--- config.mk ---
export PLATFORM = sky130hd
export DESIGN_NAME = fft_peak_detector_flat
export DESIGN_NICKNAME = d
export VERILOG_FILES = /design/src/rtl/tuner_pkg.sv /design/src/rtl/fft_peak_detector_if.sv /design/src/rtl/fft_mag_sq.sv /design/src/rtl/fft_peak_detector.sv /design/src/flat_wrapper.sv
export SDC_FILE = /design/constraint.sdc
export NUM_CORES = 2
export LEC_CHECK = 0
export CAP_MARGIN = 20
export CORE_MARGIN = 4
export CORE_UTILIZATION = 40
export DETAILED_ROUTE_END_ITERATION = 8
export GPL_TIMING_DRIVEN = 1
export HOLD_SLACK_MARGIN = 0.12
export PLACE_DENSITY_LB_ADDON = 0.1
export SYNTH_ARGS = -nofsm -noshare
export SYNTH_HDL_FRONTEND = slang
export SYNTH_SLANG_ARGS = --single-unit
--- constraint.sdc ---
create_clock -name CLOCK_50 -period 10.1 [get_ports CLOCK_50]
set_input_delay 1.515 -clock CLOCK_50 [delete_from_list [all_inputs] [get_ports CLOCK_50]]
set_output_delay 1.515 -clock CLOCK_50 [all_outputs]
set_load 0.05 [all_outputs]
--- src/rtl/tuner_pkg.sv ---
// Constants, state encoding and sideband types shared by the tuner datapath blocks.
// No logic; imported by the FFT peak detector, FIFO read controller and note mapper.
package tuner_pkg;

  localparam int FFT_POINTS = 8192;
  localparam int BIN_W      = 13;
  localparam int MAG_IN_W   = 16;
  localparam int MAG_W      = 2 * MAG_IN_W + 1;

  localparam logic [MAG_W-1:0] THRESH_DEFAULT = 33'd1000000;

  typedef enum logic [1:0] {
    ST_IDLE  = 2'd0,
    ST_ACCUM = 2'd1,
    ST_FLUSH = 2'd2
  } state_t;

  typedef struct packed {
    logic [BIN_W-1:0] bin;
    logic             in_range;
  } bin_meta_t;

  function automatic logic bin_in_range(input logic [BIN_W-1:0] bin, input int lo, input int hi);
    int b;
    b = int'(bin);
    return (b >= lo) && (b <= hi);
  endfunction

endpackage

--- src/rtl/fft_peak_detector_if.sv ---
// FFT source stream (valid/ready with sop/eop framing and error code).
// master = FFT core side, slave = consumer; the consumer drives source_ready.
interface fft_peak_detector_if #(
  parameter int DATA_W = 32
);

  logic              source_valid;
  logic              source_sop;
  logic              source_eop;
  logic [DATA_W-1:0] source_real;
  logic [DATA_W-1:0] source_imag;
  logic [1:0]        source_error;
  logic              source_ready;

  modport master (
    output source_valid, source_sop, source_eop, source_real, source_imag, source_error,
    input  source_ready
  );

  modport slave (
    input  source_valid, source_sop, source_eop, source_real, source_imag, source_error,
    output source_ready
  );

endinterface

--- src/rtl/fft_mag_sq.sv ---
// Two-stage truncate/square/sum pipeline with valid, bin and in-range sidebands.
// Latency 2 cycles from i_vld to o_vld; no backpressure, i_flush kills the beat moving S1->S2.
module fft_mag_sq
  import tuner_pkg::*;
#(
  parameter int MIN_BIN = 2,
  parameter int MAX_BIN = 4095
) (
  input  logic                       CLOCK_50,
  input  logic                       i_rst,
  input  logic                       i_vld,
  input  logic                       i_flush,
  input  logic signed [MAG_IN_W-1:0] i_re,
  input  logic signed [MAG_IN_W-1:0] i_im,
  input  logic [BIN_W-1:0]           i_bin,
  output logic                       o_s1_vld,
  output logic                       o_vld,
  output logic [MAG_W-1:0]           o_mag,
  output bin_meta_t                  o_meta
);

  logic                       r_s1_vld;
  logic signed [MAG_IN_W-1:0] r_s1_re;
  logic signed [MAG_IN_W-1:0] r_s1_im;
  bin_meta_t                  r_s1_meta;

  logic                       r_s2_vld;
  logic [MAG_W-1:0]           r_s2_mag;
  bin_meta_t                  r_s2_meta;

  logic signed [2*MAG_IN_W-1:0] w_re_ext;
  logic signed [2*MAG_IN_W-1:0] w_im_ext;
  logic signed [2*MAG_IN_W-1:0] w_re_sq;
  logic signed [2*MAG_IN_W-1:0] w_im_sq;
  logic [MAG_W-1:0]             w_mag;

  always_ff @(posedge CLOCK_50 or posedge i_rst) begin
    if (i_rst) begin
      r_s1_vld  <= 1'b0;
      r_s1_re   <= '0;
      r_s1_im   <= '0;
      r_s1_meta <= '0;
    end else begin
      r_s1_vld <= i_vld;
      if (i_vld) begin
        r_s1_re            <= i_re;
        r_s1_im            <= i_im;
        r_s1_meta.bin      <= i_bin;
        r_s1_meta.in_range <= bin_in_range(i_bin, MIN_BIN, MAX_BIN);
      end
    end
  end

  // Squares of a 16-bit signed value never exceed 2^30, so each fits a 32-bit signed result.
  assign w_re_ext = {{MAG_IN_W{r_s1_re[MAG_IN_W-1]}}, r_s1_re};
  assign w_im_ext = {{MAG_IN_W{r_s1_im[MAG_IN_W-1]}}, r_s1_im};
  assign w_re_sq  = w_re_ext * w_re_ext;
  assign w_im_sq  = w_im_ext * w_im_ext;
  assign w_mag    = {1'b0, w_re_sq} + {1'b0, w_im_sq};

  always_ff @(posedge CLOCK_50 or posedge i_rst) begin
    if (i_rst) begin
      r_s2_vld  <= 1'b0;
      r_s2_mag  <= '0;
      r_s2_meta <= '0;
    end else begin
      r_s2_vld <= r_s1_vld & ~i_flush;
      if (r_s1_vld) begin
        r_s2_mag  <= w_mag;
        r_s2_meta <= r_s1_meta;
      end
    end
  end

  assign o_s1_vld = r_s1_vld;
  assign o_vld    = r_s2_vld;
  assign o_mag    = r_s2_mag;
  assign o_meta   = r_s2_meta;

endmodule

--- src/rtl/fft_peak_detector.sv ---
// Frames the FFT stream, tracks the max-magnitude bin in MIN_BIN..MAX_BIN, reports at eop edge + 3.
// Never backpressures (source_ready high out of reset); malformed frames give a frame_error pulse.
module fft_peak_detector
  import tuner_pkg::*;
#(
  parameter int               FFT_POINTS = tuner_pkg::FFT_POINTS,
  parameter int               DATA_W     = 32,
  parameter int               MIN_BIN    = 2,
  parameter int               MAX_BIN    = 4095,
  parameter logic [MAG_W-1:0] THRESH     = THRESH_DEFAULT
) (
  input  logic                CLOCK_50,
  input  logic                AUD_ADCLRCK,
  fft_peak_detector_if.slave  src,
  output logic                peak_valid,
  output logic                peak_found,
  output logic [BIN_W-1:0]    peak_bin,
  output logic [MAG_W-1:0]    peak_mag,
  output logic                frame_error,
  output logic                busy
);

  localparam logic [BIN_W-1:0] LAST_BIN = BIN_W'(FFT_POINTS - 1);

  logic [1:0]       r_rst_sync;
  logic             w_rst;
  logic             r_ready;

  state_t           r_state;
  state_t           w_state_nxt;
  logic [BIN_W-1:0] r_bin;
  logic [BIN_W-1:0] w_bin_nxt;
  logic [BIN_W-1:0] w_feed_bin;
  logic             r_err;
  logic             w_err_nxt;
  logic             r_ign;
  logic             w_ign_nxt;

  logic             w_acc;
  logic             w_feed;
  logic             w_start;
  logic             w_flush;
  logic             w_pv_nxt;
  logic             w_fe_nxt;

  logic             w_s1_vld;
  logic             w_s2_vld;
  logic [MAG_W-1:0] w_s2_mag;
  bin_meta_t        w_s2_meta;

  logic [MAG_W-1:0] r_max_mag;
  logic [BIN_W-1:0] r_max_bin;

  logic             r_peak_valid;
  logic             r_peak_found;
  logic [BIN_W-1:0] r_peak_bin;
  logic [MAG_W-1:0] r_peak_mag;
  logic             r_frame_error;

  // Assert asynchronously, release two edges after AUD_ADCLRCK falls.
  always_ff @(posedge CLOCK_50 or posedge AUD_ADCLRCK) begin
    if (AUD_ADCLRCK) r_rst_sync <= 2'b11;
    else             r_rst_sync <= {r_rst_sync[0], 1'b0};
  end
  assign w_rst = r_rst_sync[1];

  always_ff @(posedge CLOCK_50 or posedge w_rst) begin
    if (w_rst) r_ready <= 1'b0;
    else       r_ready <= 1'b1;
  end
  assign src.source_ready = r_ready;
  assign w_acc = src.source_valid & r_ready;

  always_ff @(posedge CLOCK_50 or posedge w_rst) begin
    if (w_rst) begin
      r_state <= ST_IDLE;
      r_bin   <= '0;
      r_err   <= 1'b0;
      r_ign   <= 1'b0;
    end else begin
      r_state <= w_state_nxt;
      r_bin   <= w_bin_nxt;
      r_err   <= w_err_nxt;
      r_ign   <= w_ign_nxt;
    end
  end

  always_comb begin
    w_state_nxt = r_state;
    w_bin_nxt   = r_bin;
    w_err_nxt   = r_err;
    w_ign_nxt   = r_ign;
    w_feed      = 1'b0;
    w_feed_bin  = r_bin;
    w_start     = 1'b0;
    w_flush     = 1'b0;
    w_pv_nxt    = 1'b0;
    w_fe_nxt    = 1'b0;

    case (r_state)
      ST_IDLE: begin
        if (w_acc && src.source_sop) begin
          w_start    = 1'b1;
          w_feed     = 1'b1;
          w_feed_bin = '0;
        end
      end
      ST_ACCUM: begin
        if (w_acc && src.source_sop) begin
          // Abort the current frame and restart on this beat.
          w_fe_nxt   = 1'b1;
          w_flush    = 1'b1;
          w_start    = 1'b1;
          w_feed     = 1'b1;
          w_feed_bin = '0;
        end else if (w_acc && !r_ign) begin
          w_feed = 1'b1;
        end
      end
      ST_FLUSH: begin
        if (!w_s1_vld && !w_s2_vld) begin
          w_state_nxt = ST_IDLE;
          w_pv_nxt    = ~r_err;
          w_fe_nxt    = r_err;
        end
      end
      default: w_state_nxt = ST_IDLE;
    endcase

    if (w_feed) begin
      w_err_nxt   = (w_start ? 1'b0 : r_err) | (|src.source_error);
      w_bin_nxt   = w_feed_bin + 1'b1;
      w_ign_nxt   = 1'b0;
      w_state_nxt = ST_ACCUM;
      if (src.source_eop) begin
        w_state_nxt = ST_FLUSH;
        if (w_feed_bin != LAST_BIN) w_err_nxt = 1'b1;
      end else if (w_feed_bin == LAST_BIN) begin
        w_err_nxt = 1'b1;
        w_ign_nxt = 1'b1;
      end
    end
  end

  fft_mag_sq #(
    .MIN_BIN (MIN_BIN),
    .MAX_BIN (MAX_BIN)
  ) u_mag_sq (
    .CLOCK_50 (CLOCK_50),
    .i_rst    (w_rst),
    .i_vld    (w_feed),
    .i_flush  (w_flush),
    .i_re     (src.source_real[DATA_W-1 -: MAG_IN_W]),
    .i_im     (src.source_imag[DATA_W-1 -: MAG_IN_W]),
    .i_bin    (w_feed_bin),
    .o_s1_vld (w_s1_vld),
    .o_vld    (w_s2_vld),
    .o_mag    (w_s2_mag),
    .o_meta   (w_s2_meta)
  );

  // Strict compare keeps the lowest bin on ties.
  always_ff @(posedge CLOCK_50 or posedge w_rst) begin
    if (w_rst) begin
      r_max_mag <= '0;
      r_max_bin <= '0;
    end else if (w_start) begin
      r_max_mag <= '0;
      r_max_bin <= '0;
    end else if (w_s2_vld && w_s2_meta.in_range && (w_s2_mag > r_max_mag)) begin
      r_max_mag <= w_s2_mag;
      r_max_bin <= w_s2_meta.bin;
    end
  end

  always_ff @(posedge CLOCK_50 or posedge w_rst) begin
    if (w_rst) begin
      r_peak_valid  <= 1'b0;
      r_frame_error <= 1'b0;
      r_peak_found  <= 1'b0;
      r_peak_bin    <= '0;
      r_peak_mag    <= '0;
    end else begin
      r_peak_valid  <= w_pv_nxt;
      r_frame_error <= w_fe_nxt;
      if (w_pv_nxt) begin
        r_peak_found <= (r_max_mag >= THRESH);
        r_peak_bin   <= r_max_bin;
        r_peak_mag   <= r_max_mag;
      end
    end
  end

  assign peak_valid  = r_peak_valid;
  assign frame_error = r_frame_error;
  assign peak_found  = r_peak_found;
  assign peak_bin    = r_peak_bin;
  assign peak_mag    = r_peak_mag;
  assign busy        = (r_state != ST_IDLE);

endmodule

--- src/flat_wrapper.sv ---
// flat-port wrapper written by rule: the top's interface ports become plain ports
module fft_peak_detector_flat import tuner_pkg::*;
#(
  parameter int               FFT_POINTS = tuner_pkg::FFT_POINTS,
  parameter int               DATA_W     = 32,
  parameter int               MIN_BIN    = 2,
  parameter int               MAX_BIN    = 4095,
  parameter logic [MAG_W-1:0] THRESH     = THRESH_DEFAULT
)
  (CLOCK_50, AUD_ADCLRCK, peak_valid, peak_found, peak_bin, peak_mag, frame_error, busy, src_source_valid, src_source_sop, src_source_eop, src_source_real, src_source_imag, src_source_error, src_source_ready);
  fft_peak_detector_if #(.DATA_W(DATA_W)) src_i ();
  input  logic CLOCK_50;
  input  logic AUD_ADCLRCK;
  output logic peak_valid;
  output logic peak_found;
  output logic [BIN_W-1:0] peak_bin;
  output logic [MAG_W-1:0] peak_mag;
  output logic frame_error;
  output logic busy;
  input wire logic [$bits(src_i.source_valid)-1:0] src_source_valid;
  input wire logic [$bits(src_i.source_sop)-1:0] src_source_sop;
  input wire logic [$bits(src_i.source_eop)-1:0] src_source_eop;
  input wire logic [$bits(src_i.source_real)-1:0] src_source_real;
  input wire logic [$bits(src_i.source_imag)-1:0] src_source_imag;
  input wire logic [$bits(src_i.source_error)-1:0] src_source_error;
  output wire logic [$bits(src_i.source_ready)-1:0] src_source_ready;
  assign src_i.source_valid = src_source_valid;
  assign src_i.source_sop = src_source_sop;
  assign src_i.source_eop = src_source_eop;
  assign src_i.source_real = src_source_real;
  assign src_i.source_imag = src_source_imag;
  assign src_i.source_error = src_source_error;
  assign src_source_ready = src_i.source_ready;
  fft_peak_detector #(.FFT_POINTS(FFT_POINTS), .DATA_W(DATA_W), .MIN_BIN(MIN_BIN), .MAX_BIN(MAX_BIN), .THRESH(THRESH)) u_core (.CLOCK_50(CLOCK_50), .AUD_ADCLRCK(AUD_ADCLRCK), .src(src_i), .peak_valid(peak_valid), .peak_found(peak_found), .peak_bin(peak_bin), .peak_mag(peak_mag), .frame_error(frame_error), .busy(busy));
endmodule
==> results.toml <==
[status]
status = "finished, final reports clean"

[logic_synthesis]
ys.warnings.count = 0
async_flop_share_pct = 100
syn_nets = 3764
seq_area_frac_synth_pct = 18.5
syn_avg_cell_area_um2 = 9.54
synth_edf_count = 0
synth.distinct_cells = 70
netlist_area_um2 = 28400
synth-seq-cells = 210
netlist_instances = 2975
synth_ff_type = "dfrtp_1"

[timing]
drv_slew = 0
setup_violations = 0
period_minus_slack_ns = 9.02
setup-tns-final_ns = 0
max_slew.worst_pin.slew_ns = 0.995
timing_hold_violations_final = 0
rsz0062_at_grt = "no"
fmax_ghz = 0.111
slew_headroom_pct = 33.7
finalClockSkew_ns = 0.0138
timing.final.crit_share_pct = 89.3

[global_route]
grt_max_degree = 77
grt-ovfl-total = 0
grt_util_all_layers_pct = 18.3
grt_first_pass_wirelength_um = 112000
antenna_found_initial = 0
grt_pass1_vias = 21800

[layout]
final_common_cell = "inv_1"
drive_above_1_share_pct = 6.48
fin_nets = 3809
final_cell_mix = "703 x inv_1, 477 x fa_1, 245 x nand2_1, 241 x ha_1, 207 x dfrtp_1"
fillers = 6937
multi_input_area_um2 = 20200
diodes = 0
regArea_um2 = 5260
synthToLayoutAreaGrowth_pct = 10.3

[die]
rows = 97
start_util_pct = 40.5
die_x_um = 274
ios = 122
die-area_um2 = 75300
die_y_um = 274
coreArea_um2 = 70100

[placed_design]
portBuffers = 89
gp_congestion = 0.845
dp_hpwl_um = 53500

[clock_network]
clock_path_buffers = 3
htreeDepth = 1
cts_hold_buf = 0
clk_pin_slew_ns = 0.06
clock_latency_ns = 0.57
ctsResizeCount = 0
cts_tree = "built"
cts.sinks = 210
numCtsBuffers = 27
root_buffer = "clkbuf_16"
postCtsSetupBuffers = 0

[setup_path]
cpMaxStageDelayCell = "dfrtp_1"
required_ns = 10.57
endpoint_kind = "register"
cpPeakStageDelay_ns = 0.94
path_max_fanout = 20
criticalPathCategory = "register to register"
crit_top_cell = "fa_1"
arrival_ns = 9.50
cp-start-kind = "register"

[drt]
ant_nets = 0
dr.pass1.iters = 7
initialDrtViolationCount = 953
routed_wl_um = 65400
drc = 0
vias_per_cell = 4.99
wl_per_cell_um = 16.4
num_vias = 19900

[run]
drv_cap = 0

[worst_hold_path]
hp-class = "register to async pin"
==> path summary, 6_finish.rpt <==
path,to,depth (start not counted),slack (ns),from
setup / recovery,u_core.u_mag_sq.o_mag[29]$_DFFE_PP0P_,30,1.08,u_core.u_mag_sq.r_s1_im[5]$_DFFE_PP0P_
hold / removal,u_core.peak_bin[3]$_DFFE_PP0P_,1,0.26,u_core.r_rst_sync[1]$_DFF_PP1_
setup reg to reg,u_core.u_mag_sq.o_mag[29]$_DFFE_PP0P_,30,1.08,u_core.u_mag_sq.r_s1_im[5]$_DFFE_PP0P_
hold reg to reg,u_core.peak_bin[3]$_DFFE_PP0P_,1,0.26,u_core.r_rst_sync[1]$_DFF_PP1_
max in group asynchronous,u_core.r_max_mag[10]$_DFFE_PP0P_,2,8.42,u_core.r_rst_sync[1]$_DFF_PP1_
min in group CLOCK_50,u_core.r_rst_sync[1]$_DFF_PP1_,0,0.36,u_core.r_rst_sync[0]$_DFF_PP1_
==> metrics by stage <==
step	hold slack [ns]	worst slack, ns	area, um2	util [%]	instances
final	0.259	1.08	31300	44.6	3981
after global routing	0.324	0.609	31300	44.6	3981
after CTS	0.301	1.05	31300	44.6	3980
after detailed placement	0.297	1.05	30300	43.2	3930
after global placement	0.295	1.11	30300	43.2	3930
after floorplan	0.345	1.90	28400	-	2975
==> layout make-up <==
class	instances	area share, %
tap	940	3.76
timing repair buffer	113	3.49
sequential	210	16.8
clock buffer	35	2.45
clock inverter	15	0.640
multi-input combinational	1962	64.4
inverter	706	8.49
==> cells in the mapped netlist (all sizes together), types with 57 or more instances <==
master  number  area, um2
and2        85        534
nor2       126        473
dfrtp      208       5200
nand2      246        923
inv        704       2640
fa         477       9550
nand3       65        325
mux2        97       1090
a21o        57        428
o21ai      101        509
a21oi      137        693
xnor2       74        648
ha         241       3020
clkbuf      90        338
==> worst max-delay path: cells and delay by family, from the launching register on <==
family	cells	cell delay [ns]
buffers and inverters	4	0.25
AND/OR/NAND/NOR	4	1.01
AO/OA/AOI/OAI	13	3.06
flip-flops	1	0.94
XOR/XNOR	1	0.14
adder cells (fa/ha/maj)	8	3.54
==> logic make-up (layout without fill, tap and decap cells) <==
group / Yosys count / after routing / share of synthesized area (%)
other: 2 / 2 / 0.0265
buffers and inverters: 803 / 869 / 10.6
xor gates and xnor gates: 103 / 103 / 3.18
adders and majority gates: 718 / 718 / 44.3
muxes: 97 / 97 / 3.85
and+or+nand+nor: 626 / 626 / 10.3
AOI/OAI and AO/OA: 416 / 416 / 9.30
DFF: 210 / 210 / 18.5
==> sequential cells by signal, indices dropped and copies added (netlist names), 2 cells and up <==
register,cells
u_core.peak_bin,13
u_core.peak_mag,33
u_core.r_bin,13
u_core.r_max_bin,13
u_core.r_max_mag,33
u_core.r_rst_sync,2
u_core.r_state,2
u_core.u_mag_sq.o_mag,33
u_core.u_mag_sq.o_meta,14
u_core.u_mag_sq.r_s1_im,16
u_core.u_mag_sq.r_s1_meta,14
u_core.u_mag_sq.r_s1_re,16
==> metal layers <==
metal,global-route usage (%),wire length (um),vias to the layer above
li1,-,-,9333
met1,25.0,29600,10200
met2,32.1,32600,272
met3,1.53,2070,77
met4,3.40,1140,0
met5,0,0,-
Power is left out: the tool's default activity adds up to more than one toggle a clock period on the data nets, which glitch-free logic cannot reach.
